[src/rtl/counter_display_mux.sv]
// N-digit BCD/hex up/down event counter driving a multiplexed common-anode 7-segment display.
// Optional: define LEADING_ZERO_BLANK_EN to blank leading zero digits (digit 0 always shown).
module counter_display_mux #(
   parameter int N_DIGITS       = 4,
   parameter int TICK_CYCLES    = 50000000,
   parameter int REFRESH_CYCLES = 50000,
   parameter int BCD            = 1
) (
   input  logic                clk_in,
   input  logic                reset,
   input  logic                reset_count,
   input  logic                enable,
   input  logic                up_down,
   output logic [6:0]          display,
   output logic [N_DIGITS-1:0] on_off,
   output logic                wrap
);

   localparam int PRE_W  = $clog2(TICK_CYCLES);
   localparam int SCAN_W = (REFRESH_CYCLES > 1) ? $clog2(REFRESH_CYCLES) : 1;
   localparam int IDX_W  = (N_DIGITS > 1) ? $clog2(N_DIGITS) : 1;
   localparam int CNT_W  = 4 * N_DIGITS;

   localparam logic [3:0]          DIGIT_MAX = (BCD != 0) ? 4'd9 : 4'd15;
   localparam logic [PRE_W-1:0]    PRE_LAST  = PRE_W'(TICK_CYCLES - 1);
   localparam logic [SCAN_W-1:0]   SCAN_LAST = SCAN_W'(REFRESH_CYCLES - 1);
   localparam logic [IDX_W-1:0]    IDX_LAST  = IDX_W'(N_DIGITS - 1);
   localparam logic [N_DIGITS-1:0] ANODE_ONE = N_DIGITS'(1);

   logic [PRE_W-1:0]    pre_reg;
   logic [SCAN_W-1:0]   scan_reg;
   logic [IDX_W-1:0]    idx_reg;
   logic [CNT_W-1:0]    count_reg;
   logic [CNT_W-1:0]    count_next;
   logic [N_DIGITS-1:0] at_edge;
   logic                tick;
   logic [3:0]          digit_cur;
   logic                blank_cur;

   // reset_count wins over a coincident tick, so the tick is masked here
   assign tick = enable && !reset_count && (pre_reg == PRE_LAST);

   // Each digit steps when every less-significant digit sits at its rollover value
   genvar gi;
   generate
      for (gi = 0; gi < N_DIGITS; gi++) begin : g_digit
         logic [3:0] d;
         logic       step_en;
         assign d           = count_reg[4*gi +: 4];
         assign at_edge[gi] = up_down ? (d == DIGIT_MAX) : (d == 4'd0);
         if (gi == 0) begin : g_lsd
            assign step_en = 1'b1;
         end else begin : g_upper
            assign step_en = &at_edge[gi-1:0];
         end
         assign count_next[4*gi +: 4] =
            !step_en    ? d :
            at_edge[gi] ? (up_down ? 4'd0 : DIGIT_MAX) :
            up_down     ? d + 4'd1 : d - 4'd1;
      end
   endgenerate

   assign digit_cur = count_reg[{idx_reg, 2'b00} +: 4];

`ifdef LEADING_ZERO_BLANK_EN
   logic [N_DIGITS-1:0] upper_zero;
   generate
      for (gi = 0; gi < N_DIGITS; gi++) begin : g_blank
         assign upper_zero[gi] = ~|count_reg[CNT_W-1:4*gi];
      end
   endgenerate
   assign blank_cur = (idx_reg != '0) && upper_zero[idx_reg];
`else
   assign blank_cur = 1'b0;
`endif

   function automatic logic [6:0] seg7(input logic [3:0] v);
      case (v)
         4'h0: seg7 = 7'b1000000;
         4'h1: seg7 = 7'b1111001;
         4'h2: seg7 = 7'b0100100;
         4'h3: seg7 = 7'b0110000;
         4'h4: seg7 = 7'b0011001;
         4'h5: seg7 = 7'b0010010;
         4'h6: seg7 = 7'b0000010;
         4'h7: seg7 = 7'b1111000;
         4'h8: seg7 = 7'b0000000;
         4'h9: seg7 = 7'b0010000;
         4'hA: seg7 = 7'b0001000;
         4'hB: seg7 = 7'b0000011;
         4'hC: seg7 = 7'b1000110;
         4'hD: seg7 = 7'b0100001;
         4'hE: seg7 = 7'b0000110;
         default: seg7 = 7'b0001110;
      endcase
   endfunction

   always_ff @(posedge clk_in or negedge reset) begin
      if (!reset) begin
         pre_reg   <= '0;
         scan_reg  <= '0;
         idx_reg   <= '0;
         count_reg <= '0;
         display   <= 7'b1111111;
         on_off    <= '1;
         wrap      <= 1'b0;
      end else begin
         // Scan runs regardless of enable / reset_count
         if (scan_reg == SCAN_LAST) begin
            scan_reg <= '0;
            idx_reg  <= (idx_reg == IDX_LAST) ? '0 : idx_reg + 1'b1;
         end else begin
            scan_reg <= scan_reg + 1'b1;
         end

         on_off  <= ~(ANODE_ONE << idx_reg);
         display <= blank_cur ? 7'b1111111 : seg7(digit_cur);
         wrap    <= 1'b0;

         if (reset_count) begin
            count_reg <= '0;
            pre_reg   <= '0;
         end else if (enable) begin
            if (tick) begin
               pre_reg   <= '0;
               count_reg <= count_next;
               wrap      <= &at_edge;
            end else begin
               pre_reg <= pre_reg + 1'b1;
            end
         end
      end
   end

endmodule

[config.mk]
export PLATFORM = sky130hd
export DESIGN_NAME = counter_display_mux
export DESIGN_NICKNAME = d
export VERILOG_FILES = /design/src/rtl/counter_display_mux.sv
export SDC_FILE = /design/constraint.sdc
export NUM_CORES = 1
export LEC_CHECK = 0
export ABC_AREA = 0
export CORE_MARGIN = 4
export CORE_UTILIZATION = 60
export DETAILED_ROUTE_END_ITERATION = 10
export HOLD_SLACK_MARGIN = 0.08
export PLACE_DENSITY_LB_ADDON = 0.15
export SETUP_SLACK_MARGIN = 0.3
export SYNTH_ARGS = -nofsm -noshare
export SYNTH_HDL_FRONTEND = slang
export SYNTH_SLANG_ARGS = --single-unit
[constraint.sdc]
create_clock -name clk_in -period 3.85 [get_ports clk_in]
set_input_delay 0.385 -clock clk_in [delete_from_list [all_inputs] [get_ports clk_in]]
set_output_delay 0.385 -clock clk_in [all_outputs]
set_load 0.02 [all_outputs]
=== Yosys cells after proc, flatten, opt, wreduce, memory -nomap -nowiden ===
Memory sizes are Yosys's and may differ from the RTL's. A register that Yosys moved wholly into a read port is not among the register bits.
Cells that the tools add are included.

* Add/sub/neg operators: 11
* Equal/unequal tests: 7
* Shift-type cells: 2
* Muxes and demuxes: 27
* Bitwise gates (word level): 1
* Reduce and logical (&&, ||, !) cells: 20

{| class="wikitable"
|+ Operators by type and width
! kind !! number
|-
| $mux W26 || 3
|-
| $mux W16 || 4
|-
| $mux W4 || 12
|-
| $add A26 B1 Y26 const B || 1
|-
| $eq A26 B26 Y1 const B || 1
|-
| $add A16 B1 Y16 const B || 1
|-
| $add A4 B1 Y4 const B || 4
|-
| $eq A16 B16 Y1 const B || 1
|-
| $eq A4 B4 Y1 const B || 4
|-
| $logic_not A4 Y1 || 4
|-
| $shiftx A16 B5 Y4 || 1
|-
| $sub A4 B1 Y4 const B || 4
|-
| $reduce_and A3 Y1 || 4
|-
| $reduce_bool A2 Y1 || 5
|-
| $mux W1 || 7
|-
| $not A4 Y4 || 1
|-
| $reduce_and A2 Y1 || 2
|-
| $reduce_and A4 Y1 || 1
|-
| $shl A1 B2 Y4 const A || 1
|-
| $add A2 B1 Y2 const B || 1
|-
| $eq A2 B2 Y1 const B || 1
|-
| $logic_and A1 B1 Y1 || 2
|-
| $logic_not A1 Y1 || 2
|-
| $mux W2 || 1
|}

* Register bits: 65
* Memory bits (read-only): 112
* Bits of input ports: 5
* Output and inout port bits: 12
* Memories kept: 1

{| class="wikitable"
|+ Memories
! memory !! depth !! bits a word !! rd ports !! clocked after memory_dff !! wr ports !! line !! source
|-
| (no name shown) || 16 || 7 || 1 || 1 || 0 || 78 || <nowiki>case (v)</nowiki>
|}

=== Longest topological paths before layout ===
* Depth in word-level cells: 7
* Mapped depth: 9
* Depth with buffers taken out: 7

=== Worst setup path after synthesis ===
Ideal clock, no wire load.

* Path kind: register to register
* From: register pre_reg[18]
* To: register count_reg[15]
* Library setup time: 122 ps
* Arrival: 2,708 ps
* Required time: 3,728 ps
* Setup slack: 1,021 ps
* Cell stages (with the launch flop): 7
* Path buffers: 1
* Clock period less this slack: 2,829 ps
* Cells stage by stage: dfrtp_1 or4_4 or4_1 or4_1 clkbuf_1 or4_1 a32o_1

* Longest elaborated chain between the ends: 4

{| class="wikitable"
|+ RTL lines
! element !! line !! source
|-
| from (decl) || 30 || <nowiki>logic [PRE_W-1:0] pre_reg;</nowiki>
|-
| from (signal assigned) || 129 || <nowiki>pre_reg <= pre_reg + 1'b1;</nowiki>
|-
| $eq A26 B26 Y1 || 41 || <nowiki>assign tick = enable && !reset_count && (pre_reg == PRE_LAST);</nowiki>
|-
| $logic_and A1 B1 Y1 || 41 ||
|-
| $reduce_bool A2 Y1 (no line) || - ||
|-
| $reduce_and A3 Y1 (no line) || - ||
|-
| to (signal assigned) || 126 || <nowiki>count_reg <= count_next;</nowiki>
|-
| to (decl) || 33 || <nowiki>logic [CNT_W-1:0] count_reg;</nowiki>
|}

No other way between the ends.
A chain may end at the register's enable or synchronous reset.

=== Final worst setup path ===
Ends and elaborated chain as after synthesis.

==> results.py <==
metrics = {
    "timing": {
        "final-hold-violation-count": 0,
        "max_slew.worst_pin.slew_ns": 0.913,
        "rsz0062_at_grt": "false",
        "post-route-period-util_pct": 77.8,
        "fin_worst_skew_ns": 0.00466,
        "max-slew-margin-rel_pct": 38.7,
        "fin_crit_ns": 2.99,
        "drv_slew": 0,
        "max_freq_ghz": 0.334,
        "worst_slack_ns": 0.856,
        "finalSetupViolCount": 0,
        "fin_tns_setup_ns": 0,
        "timing.hold.ws_ns": 0.495,
    },
    "route": {
        "first_pass_iters": 5,
        "routed_wirelength_mm": 8.48,
        "vias_per_cell": 6.10,
        "detail_route.iter0.violations": 156,
        "remaining_drc_errors": 0,
        "via_count": 3299,
        "post_drt_wl_per_cell_um": 15.7,
        "detail-route-antenna-nets": 0,
    },
    "place": {
        "dpl.hpwl_mm": 6.08,
        "gp_congestion": 0.826,
        "place_ws_ns": 0.578,
        "port_buffers": 16,
    },
    "yosys": {
        "yosysTopAreaCell": "dfrtp_1",
        "synth.area.top_cells": "dfrtp_1, dfstp_2, ha_1, xor2_1, nor2_1",
        "syn_inst": 435,
        "synth_top_area_share_pct": 36.7,
        "synthesis.area_mm2": 0.00416,
        "ys_ff_latch": 72,
        "synth_ff_type": "dfrtp_1",
        "synth_nets": 464,
        "syn_avg_cell_area_um2": 9.55,
        "ys_types": 50,
        "synth_edf_count": 0,
        "synthArstFlopShare_pct": 100,
        "synth_warnings": 0,
        "ys_seq_area_share_pct": 43.7,
    },
    "clocking": {
        "clock_latency_ns": 0.35,
        "cts_max_level": 3,
        "cts_buffer_depth": 2,
        "root_buffer": "clkbuf_8",
        "cts_made_buffers": 9,
        "cts_tree": "done",
        "cts.sinks": 72,
        "post_cts_resize_count": 0,
        "clk_pin_slew_ns": 0.07,
    },
    "floorplanning": {
        "num_rows": 30,
        "die_h_um": 91.2,
        "die_x_um": 91.2,
        "start_util_pct": 61.5,
        "io_pins": 17,
        "die-area_mm2": 0.00832,
        "coreArea_mm2": 0.00676,
    },
    "finish": {
        "final_cell_mix": "dfrtp_1, nor2_1, nand2_1",
        "layout_commonest_cell": "dfrtp_1",
        "fillCellCount": 531,
        "drive_gt1_share_pct": 11.5,
        "area_growth_pct": 11.5,
        "nets": 485,
        "multi_input_area_mm2": 0.00222,
        "n_antenna_cell": 0,
        "fin_util_pct": 68.6,
        "regArea_mm2": 0.00182,
        "largest_reg_flops": 26,
    },
    "pwr": {
        "power_mw": 1.44,
        "p_seq_share_pct": 52.7,
        "p_switching_mw": 0.328,
        "irDropWorstVdd_uv": 326,
        "power_density_mw_per_mm2": 311,
        "leakage_nw": 2.03,
        "p_int_mw": 1.11,
        "sw_frac_of_total_pct": 22.8,
        "clkPwrFrac_pct": 42.7,
        "p_comb_share_pct": 4.6,
    },
    "critical_path": {
        "worstPathMaxFanout": 16,
        "critPathArrivalTime_ns": 3.24,
        "crit_type": "flop to flop",
        "required_ns": 4.09,
        "crit_path_end_kind": "flop",
        "crit_path_start_kind": "flop",
    },
    "global_routing": {
        "grt_use_total_pct": 22.3,
        "grt_pass1_vias": 3210,
        "antenna_found_initial": 0,
        "gr-total-overflow": 0,
        "grt_max_degree": 33,
        "grt_pass1_wl_mm": 15.0,
    },
    "run_status": {
        "status": "finished, final reports clean",
    },
    "job": {
        "drv_cap": 0,
    },
    "worst_hold_path": {
        "hold_path.class": "input port to asynchronous set/reset pin",
    },
}
## power groups by stage
| stage | sequential, mW | clock [mW] | combinational, mW |
|---|---|---|---|
| 4_1_cts | 0.760 | 0.634 | 0.0674 |
| 2_1_floorplan | 0.774 | 0 | 0.0331 |
| 5_1_grt | 0.760 | 0.672 | 0.0765 |
| 6_report | 0.760 | 0.615 | 0.0666 |
| 3_5_place_dp | 0.774 | 0 | 0.0662 |
| 3_3_place_gp | 0.774 | 0 | 0.0641 |
## kinds of logic (layout without fill, tap and decap cells)
family	after synthesis	count (layout)	synth area share [%]
buffers and inverters	32	58	2.89
adders and majority gates	24	24	7.95
xor gates and xnor gates	38	38	8.01
and+or+nand+nor	188	188	23.0
muxes	12	12	4.22
DFF	72	72	43.7
AOI/OAI and AO/OA	69	69	10.2
## critical path, stage by stage, from the launching register on
cell and delay (ns):
dfrtp_1 0.40, or4_4 0.56, or4_1 0.53, or4_1 0.42
buf_4 0.20, or4_1 0.50, a32o_1 0.26
## path summary, 6_finish.rpt
| path | startpoint | to | slack (ns) | depth (start not counted) |
|---|---|---|---|---|
| min reg2reg | scan_reg[13] | scan_reg[13] | 0.50 | 1 |
| min | reset | count_reg[15] | 0.50 | 2 |
| max reg2reg | pre_reg[18] | count_reg[15] | 0.86 | 6 |
| max in group asynchronous | reset | on_off[3] | 2.57 | 3 |
| min in group clk_in | scan_reg[13] | scan_reg[13] | 0.50 | 1 |
| max | pre_reg[18] | count_reg[15] | 0.86 | 6 |
## cells in the mapped netlist, types with 7 or more instances
cell and count:
nand3_1 22, clkbuf_1 16, xor2_1 24, a21oi_1 22
inv_1 16, ha_1 20, nand4_1 15, or3_1 7
xnor2_1 14, nand2_1 35, nor3_1 12, o21ai_0 18
and3_1 12, nor2_1 48, dfstp_2 11, nor4_1 9
dfrtp_1 61
## through the flow
stage,instance area [µm²],cells
after floorplan,4160,435
after global placement,4420,524
after detailed placement,4420,524
after CTS,4630,541
after global routing,4630,541
final,4630,541
## timing repair
item,4_1_cts,5_1_grt
endpoints found under the hold margin,15,0
setup buffers,0,0
hold buffers,1,0
## per-layer routing
layer  GRT usage, %  vias to the layer above  routed length (µm)
met2           36.1                       91                4260
met1           29.7                     1603                3640
li1               -                     1591                   -
met4           8.79                        0                 159
met3           4.39                       14                 421
met5              0                        -                   0
## layout make-up
type / count / share of cell area (%)
clock buffers: 12 / 3.35
clock inverters: 4 / 1.11
inverters: 16 / 1.30
multi-input cells: 331 / 47.9
flip-flops and latches: 72 / 39.2
well taps: 80 / 2.16
repair buffers: 26 / 5.02
(Power assumes the default switching activity.)
